File: src/rtl/jtdd2_snd_cmd.sv
`default_nettype none
// ============================================================================
//  Module   : jtdd2_snd_cmd
//  Purpose  : Sound-side receiver for the main-CPU command channel. Captures
//             each rising edge of snd_irq together with snd_latch into a small
//             FIFO, presents the head byte to the sound CPU, issues one timed
//             NMI pulse per queued command and pops on sound CPU reads.
//  Revision : 1.0  initial release
// ============================================================================
module jtdd2_snd_cmd #(
    parameter int AW      = 2,
    parameter int NMI_LEN = 4
) (
    input  logic          clk,
    input  logic          rst_n,
    input  logic          cen,
    input  logic          snd_irq,
    input  logic [7:0]    snd_latch,
    input  logic          cpu_rd,
    input  logic          ovf_clr,
    output logic [7:0]    dout,
    output logic          nmi,
    output logic [AW:0]   count,
    output logic          ovf
);

    localparam int          c_DEPTH     = 2**AW;
    localparam logic [AW:0] c_FULL      = (AW+1)'(c_DEPTH);
    localparam logic [3:0]  c_TICK_LAST = 4'(NMI_LEN-1);

    typedef enum logic [1:0] {
        ST_IDLE   = 2'd0,
        ST_ASSERT = 2'd1,
        ST_WAIT   = 2'd2
    } t_state;

    // ------------------------------------------------------------------
    // Storage and bookkeeping
    // ------------------------------------------------------------------
    logic [7:0]    r_mem [c_DEPTH];
    logic [AW-1:0] r_wr;
    logic [AW-1:0] r_rd;
    logic [AW:0]   r_count;
    logic [7:0]    r_last;
    logic          r_ovf;
    logic          r_irq_l;

    t_state        r_state;
    t_state        w_state_nxt;
    logic [3:0]    r_tick;
    logic [3:0]    w_tick_nxt;
    logic          w_nmi;

    logic          w_push;
    logic          w_pop;
    logic          w_full;
    logic          w_wr_en;
    logic          w_drop;

    // Edge detect runs on every clk so short strobes are never missed.
    assign w_push  = snd_irq & ~r_irq_l;
    assign w_pop   = cpu_rd & cen & (r_count != '0);
    assign w_full  = (r_count == c_FULL);
    // A same-cycle pop frees the slot the push needs, even when full.
    assign w_wr_en = w_push & (~w_full | w_pop);
    assign w_drop  = w_push & w_full & ~w_pop;

    // Previous strobe level; resets high so a strobe already high at
    // reset release is not taken as a command.
    always_ff @(posedge clk or negedge rst_n) begin
        if (!rst_n) begin
            r_irq_l <= 1'b1;
        end else begin
            r_irq_l <= snd_irq;
        end
    end

    // FIFO data array; contents are only observed through count-guarded reads.
    always_ff @(posedge clk) begin
        if (w_wr_en) begin
            r_mem[r_wr] <= snd_latch;
        end
    end

    // Pointers, occupancy and the last value handed to the sound CPU.
    always_ff @(posedge clk or negedge rst_n) begin
        if (!rst_n) begin
            r_wr    <= '0;
            r_rd    <= '0;
            r_count <= '0;
            r_last  <= 8'h00;
        end else begin
            if (w_wr_en) begin
                r_wr <= r_wr + 1'b1;
            end
            if (w_pop) begin
                r_rd   <= r_rd + 1'b1;
                r_last <= r_mem[r_rd];
            end
            if (w_wr_en && !w_pop) begin
                r_count <= r_count + 1'b1;
            end else if (!w_wr_en && w_pop) begin
                r_count <= r_count - 1'b1;
            end
        end
    end

    // Sticky overflow; a drop in the same cycle as a clear wins.
    always_ff @(posedge clk or negedge rst_n) begin
        if (!rst_n) begin
            r_ovf <= 1'b0;
        end else if (w_drop) begin
            r_ovf <= 1'b1;
        end else if (ovf_clr) begin
            r_ovf <= 1'b0;
        end
    end

    // ------------------------------------------------------------------
    // NMI sequencer: one pulse per command, re-armed after each pop.
    // ------------------------------------------------------------------

    // State and tick registers; async reset drops nmi immediately.
    always_ff @(posedge clk or negedge rst_n) begin
        if (!rst_n) begin
            r_state <= ST_IDLE;
            r_tick  <= 4'd0;
        end else begin
            r_state <= w_state_nxt;
            r_tick  <= w_tick_nxt;
        end
    end

    // Next-state and pulse output decode.
    always_comb begin
        w_state_nxt = r_state;
        w_tick_nxt  = r_tick;
        w_nmi       = 1'b0;
        case (r_state)
            ST_IDLE: begin
                if (r_count != '0) begin
                    w_state_nxt = ST_ASSERT;
                    w_tick_nxt  = 4'd0;
                end
            end
            ST_ASSERT: begin
                w_nmi = 1'b1;
                if (w_pop) begin
                    w_state_nxt = ST_IDLE;
                end else if (cen) begin
                    if (r_tick == c_TICK_LAST) begin
                        w_state_nxt = ST_WAIT;
                    end else begin
                        w_tick_nxt = r_tick + 4'd1;
                    end
                end
            end
            ST_WAIT: begin
                if (w_pop) begin
                    w_state_nxt = ST_IDLE;
                end
            end
            default: begin
                w_state_nxt = ST_IDLE;
            end
        endcase
    end

    // ------------------------------------------------------------------
    // Outputs
    // ------------------------------------------------------------------
    assign dout  = (r_count != '0) ? r_mem[r_rd] : r_last;
    assign nmi   = w_nmi;
    assign count = r_count;
    assign ovf   = r_ovf;

endmodule
`default_nettype wire

File: config.mk
export PLATFORM = sky130hd
export DESIGN_NAME = jtdd2_snd_cmd
export DESIGN_NICKNAME = d
export VERILOG_FILES = /design/src/rtl/jtdd2_snd_cmd.sv
export SDC_FILE = /design/constraint.sdc
export NUM_CORES = 1
export LEC_CHECK = 0
export ABC_CLOCK_PERIOD_IN_PS = 5120
export BUFFER_PORTS_ARGS = -buffer_cell sky130_fd_sc_hd__clkbuf_2
export CAP_MARGIN = 30
export CELL_PAD_IN_SITES_DETAIL_PLACEMENT = 0
export CELL_PAD_IN_SITES_GLOBAL_PLACEMENT = 1
export CORE_MARGIN = 2
export CORE_UTILIZATION = 40
export CTS_CLUSTER_SIZE = 20
export DETAILED_ROUTE_END_ITERATION = 16
export HOLD_SLACK_MARGIN = 0.1
export PLACE_DENSITY_LB_ADDON = 0.2
export SETUP_SLACK_MARGIN = 0.5
export SLEW_MARGIN = 20
export SYNTH_ARGS = -nofsm -noshare
export SYNTH_HDL_FRONTEND = slang
export SYNTH_SLANG_ARGS = --single-unit
File: constraint.sdc
create_clock -name clk -period 5.12 [get_ports clk]
set_clock_uncertainty 0.05 [all_clocks]
set_input_delay 0.768 -clock clk [delete_from_list [all_inputs] [get_ports clk]]
set_output_delay 0.768 -clock clk [all_outputs]
set_load 0.005 [all_outputs]
After elaboration in Yosys (flattened, before gate mapping)
Memories as Yosys holds them, arrays and structs flattened.
Cells that the tools add are included.

storage, ports and cells
  flip-flop bits (word level) = 23
  bits in writable memories = 32
  bits of input ports = 14
  output and inout bits = 13
  memories kept = 1

operators by class
  add/subtract/negate cells = 5
  equal/unequal tests = 11
  muxes and demuxes = 19
  bitwise operators = 10
  reductions and logical operators = 11

memories
  name   words  width  rd ports  clocked after Yosys merged registers in  wr ports  line  RTL
  r_mem  4      8      1         0                                        1         40    logic [7:0] r_mem [c_DEPTH];

operators with widths
  operator             count
  $mux 4               4
  $mux 2               5
  $ne 2x2->1 const B   5
  $mux 8               1
  $pmux 4 s2           1
  $and 1x1->1          6
  $mux 3               2
  $ne 3x3->1 const B   2
  $pmux 2 s3           1
  $reduce_bool 2->1    3
  $mux 1               5
  $reduce_and 5->1     1
  $add 2x1->2 const B  2
  $add 4x1->4 const B  1
  $eq 4x2->1 const B   1
  $reduce_and 4->1     1
  $add 3x1->3 const B  1
  $eq 3x3->1 const B   1
  $not 1->1            3
  $reduce_bool 3->1    1
  $sub 3x1->3 const B  1
  $eq 2x1->1 const B   1
  $eq 2x2->1 const B   1
  $logic_and 1x1->1    2
  3 further kinds      4

Depth between registers and ports, before layout
  word-level depth = 8
  depth in mapped cells = 10
  depth with buffers taken out = 8

Least setup slack after synthesis
Ideal clock, no wire load.

  path type = input -> register
  start point = in cen
  end point = reg r_count[1], in the netlist count[1]
  data arrival time = 2.240 ns
  data required time = 4.945 ns
  slack = 2.706 ns
  stages on the path = 8
  cells stage by stage = clkbuf_2 > o311a_4 > buf_6 > inv_1 > ha_1 > inv_1 > fa_1 > mux2_2

on the way
  longest elaborated chain between the ends = 7

ends and longest elaborated chain
  what                                line  RTL
  from (decl)                         16    input logic cen,
  $and 1x1->1 * (2 in series)         62    assign w_pop = cpu_rd & cen & (r_count != '0);
  $or 1x1->1                          65    assign w_wr_en = w_push & (~w_full | w_pop);
  $and 1x1->1                         65
  $logic_not 1->1                     102   end else if (!w_wr_en && w_pop) begin
  $logic_and 1x1->1                   102
  $reduce_bool 2->1 (no source line)  --
  to (signal assigned)                101   r_count <= r_count + 1'b1;
  to (signal assigned)                103   r_count <= r_count - 1'b1;
  to (decl)                           43    logic [AW:0] r_count;

Mark *: on every way between the ends. The rest lies on a longest branch, timed or not.
A chain may end at the register's enable or synchronous reset.

Worst setup path after layout
  start point = reg r_rd[0]
  end point = out dout[1]

on the way
  longest elaborated chain between the ends = 2

ends and longest elaborated chain
  what                    line  RTL
  from (decl)             42    logic [AW-1:0] r_rd;
  from (signal assigned)  97    r_rd <= r_rd + 1'b1;
  $mem_v2 4x8             --
  $mux 8                  172   assign dout = (r_count != '0) ? r_mem[r_rd] : r_last;
  to (decl)               21    output logic [7:0] dout,

Every way passes these cells.

==> reports/qor.log <==
INFO  setup_path     cp_slowest_stage_delay=0.72ns
INFO  routing        initialDrtViolationCount=27
INFO  final_layout   final_common_cell=sky130_fd_sc_hd__edfxtp_1
INFO  setup_path     critPathLaunchType=flip-flop
INFO  final_layout   highest_count_cells_in_the_layout_ignoring_fill_and_taps=32 x sky130_fd_sc_hd__edfxtp_1, 26 x sky130_fd_sc_hd__clkbuf_2, 22 x sky130_fd_sc_hd__dfrtp_1
INFO  place          placement.cell_area=2636squm
INFO  yosys          netlist.area_leader.share=0.3918
INFO  clocking       cts.repair.resized=0
INFO  yosys          proportion_of_synthesized_chip_area_in_sequential_cells=0.6270
INFO  pwr            combinational_power_share=0.327
INFO  clocking       ctsHtreeMaxLevel=2
INFO  timing         worst-slew-pin-transition=0.6010ns
INFO  final_layout   design_area=2729squm
INFO  job            max_cap_violations=0
INFO  pwr            p_leak=1.055nW
INFO  pwr            power_frac_seq=0.501
INFO  clocking       post_cts.repair.setup_buffers=0
INFO  floorplan      floorplan.die_area=6773squm
INFO  pwr            sw_frac_of_total=0.3222
INFO  routing        drt_first_pass_iters=4
INFO  clocking       max-clock-path-buffers=2
INFO  routing        drc=0
INFO  timing         finalCritPeriodShare=0.5561
INFO  yosys          synth.net_count=164
INFO  floorplan      ios=27
INFO  yosys          synth_largest_area_cell=sky130_fd_sc_hd__edfxtp_1
INFO  timing         finalSetupViolCount=0
INFO  yosys          synth_seq_cells=55
INFO  timing         grt_setup_unrepaired=no
INFO  pwr            ir_drop=0.2058mV
INFO  floorplan      placementRows=28
INFO  pwr            total_power_divided_by_cell_area=515.5nW/um^2
INFO  grt            grt_pass1_vias=1275
INFO  yosys          synth_top_cells_by_area=sky130_fd_sc_hd__edfxtp_1 39%, sky130_fd_sc_hd__dfrtp_1 22%, sky130_fd_sc_hd__mux4_2 7.3%
INFO  timing         maxClockFrequency=0.3512GHz
INFO  timing         slew_headroom=0.5993
INFO  clocking       insertion_delay=0.31ns
INFO  grt            grt_max_degree=24
INFO  setup_path     worst-setup-path-type=reg -> out
INFO  setup_path     cp_data_required_time=4.30ns
INFO  yosys          syn-instance-count=143
INFO  clocking       number_of_buffers_inserted_during_clock_tree_synthesis=5
INFO  routing        post_drt_wl_per_cell=16.20um
INFO  final_layout   flow.area_growth_from_synthesis=11.28%
INFO  place          dp_cells=239
INFO  yosys          yosys_most_used_dff=sky130_fd_sc_hd__edfxtp_1
INFO  pwr            internal-power=0.0009534W
INFO  floorplan      fp.dieW=82.30um
INFO  floorplan      die-height=82.30um
INFO  final_layout   antenna_cells=0
INFO  clocking       clk_pin_slew=0.10ns
INFO  yosys          number_of_enable_type_register_cells_in_the_synthesized_netlist=32
INFO  place          placement.io_buffers=26
INFO  setup_path     timing.critical_path.to_type=output port
INFO  grt            grt_usage=0.1338
INFO  routing        totalWireLength=4001um
INFO  clocking       cts-hold-fix-buffers=0
INFO  routing        vias_per_cell=5.045
INFO  timing         setup_total_negative_slack=0ns
INFO  yosys          ys_async_sr_fraction=0.4182
INFO  place          detailed_place_hpwl=2799um
INFO  pwr            net-switching-power=0.0004533W
INFO  timing         fin_crit=2.847ns
INFO  clocking       cts_tree=yes
INFO  run_status     run_status=finished, final reports clean
INFO  yosys          syn_avg_cell_area=17.15squm
INFO  pwr            power.clock.fraction=0.172
INFO  setup_path     path_max_fanout=10
INFO  grt            grt_remaining_overflow=0
INFO  yosys          ys.warnings.count=0
INFO  place          place_congestion=0.6699
INFO  clocking       cts-root-buf=sky130_fd_sc_hd__clkbuf_8
INFO  grt            grt_pass1_wl=6561um
INFO  setup_path     path_buf_inv=1
INFO  floorplan      floorplan.core_area=5921squm
INFO  setup_path     critical-path-top-delay-family=multiplexers
INFO  routing        ant_nets=0
INFO  timing         finalHoldViolCount=0
INFO  min_path       min_path_type=in -> async
INFO  grt            antenna_found_initial=0
INFO  setup_path     cpMaxStageDelayCell=sky130_fd_sc_hd__dfrtp_1
INFO  setup_path     cp_data_arrival_time=2.03ns
INFO  floorplan      initial_utilization=0.4142
INFO  clocking       clock-sinks=55
INFO  yosys          post_syn_area=2452squm
INFO  final_layout   layout-drive-gt1-share=0.3837
INFO  final_layout   finalCoreUtilization=0.4609
INFO  timing         report.final.slew_viol_count=0
INFO  final_layout   layout.nets=192
INFO  setup_path     critical_path_cell_by_cell=mux4_2 > mux2_2 > clkbuf_2
INFO  timing         hold_ws=0.3985ns
INFO  routing        detailroute.via_count=1246
INFO  yosys          ys_types=40
INFO  final_layout   instances_no_fill=247
[flip-flops by register name (all words and copies together) (netlist names)]
signal / cells
r_wr: 2
r_last: 8
count: 3
r_mem: 32
ovf: 1
r_irq_l: 1
r_state: 2
r_rd: 2
r_tick: 4
[cell type report]
type                    instances  area (sq um)
well taps                      75         93.84
multi-input cells              77         848.3
inverters                       5         18.77
clock inverters                 3         23.77
repair buffers                 27         137.6
fillers                       532          3192
clock buffers                   5         68.82
flip-flops and latches         55          1538
[routing by layer]
metal | GRT usage | wire [um] | up-vias
met5 | 0 | 0 | -
li1 | - | - | 594
met3 | 0.03804 | 149 | 4
met4 | 0.05000 | 40 | 0
met1 | 0.1766 | 1753 | 629
met2 | 0.2105 | 2058 | 19
[synth_stat cells, drive strengths merged, types with 2 or more instances]
library cell	n
nor2	2
nand2b	4
mux2i	2
buf	4
mux2	19
nand4	2
nand2	3
ha	6
xor2	3
mux4	8
inv	5
clkbuf	2
nand3	2
o31ai	3
dfrtp	22
and2	4
edfxtp	32
xnor2	3
[stage by stage]
stage / power, W / worst slack, ns
after global routing: 0.001504 / 2.129
final: 0.001407 / 2.273
after CTS: 0.001432 / 2.205
after detailed placement: 0.001189 / 2.536
after global placement: 0.001170 / 2.550
after floorplan: 0.001043 / 2.706
[final timing paths]
check                                      start               endpoint  slack, ns  depth (start not counted)
max                          r_rd[0]$_DFFE_PN0N_                dout[1]       2.27                          3
min                                        rst_n   count[0]$_DFFE_PN0P_       0.40                          1
max reg2reg                 count[2]$_DFFE_PN0P_   count[2]$_DFFE_PN0P_       2.84                          8
min reg2reg                r_tick[0]$_DFFE_PN0P_  r_tick[0]$_DFFE_PN0P_       0.46                          1
max in group asynchronous                  rst_n  r_last[3]$_DFFE_PN0N_       4.23                          1
min in group clk           r_tick[0]$_DFFE_PN0P_  r_tick[0]$_DFFE_PN0P_       0.46                          1
[power by group through the flow]
stage / combinational (W) / clock, W / sequential [W]
finish: 0.000460 / 0.000242 / 0.000704
global route: 0.000512 / 0.000268 / 0.000725
CTS: 0.000473 / 0.000252 / 0.000708
detailed placement: 0.000473 / 0 / 0.000716
global placement: 0.000460 / 0 / 0.000710
floorplan: 0.000393 / 0 / 0.000649
[worst register-to-register path: stages, from the launching register on]
cell and delay, ns:
sky130_fd_sc_hd__dfrtp_1 0.53, sky130_fd_sc_hd__o311a_4 0.54, sky130_fd_sc_hd__inv_1 0.09, sky130_fd_sc_hd__ha_1 0.17
sky130_fd_sc_hd__inv_1 0.06, sky130_fd_sc_hd__fa_1 0.37, sky130_fd_sc_hd__xor2_1 0.15, sky130_fd_sc_hd__nor2_1 0.11
sky130_fd_sc_hd__xor2_1 0.14
[kinds of logic (layout without fill, tap and decap cells)]
group,Yosys count,in the layout,share of synthesized area
DFF,55,55,0.6270
muxes,29,29,0.1781
and+or+nand+nor,23,23,0.05510
AOI/OAI and AO/OA,12,12,0.05255
buffers and inverters,11,40,0.02704
adders and majority gates,7,7,0.03878
xor gates and xnor gates,6,6,0.02143
(Power assumes the default switching activity.)
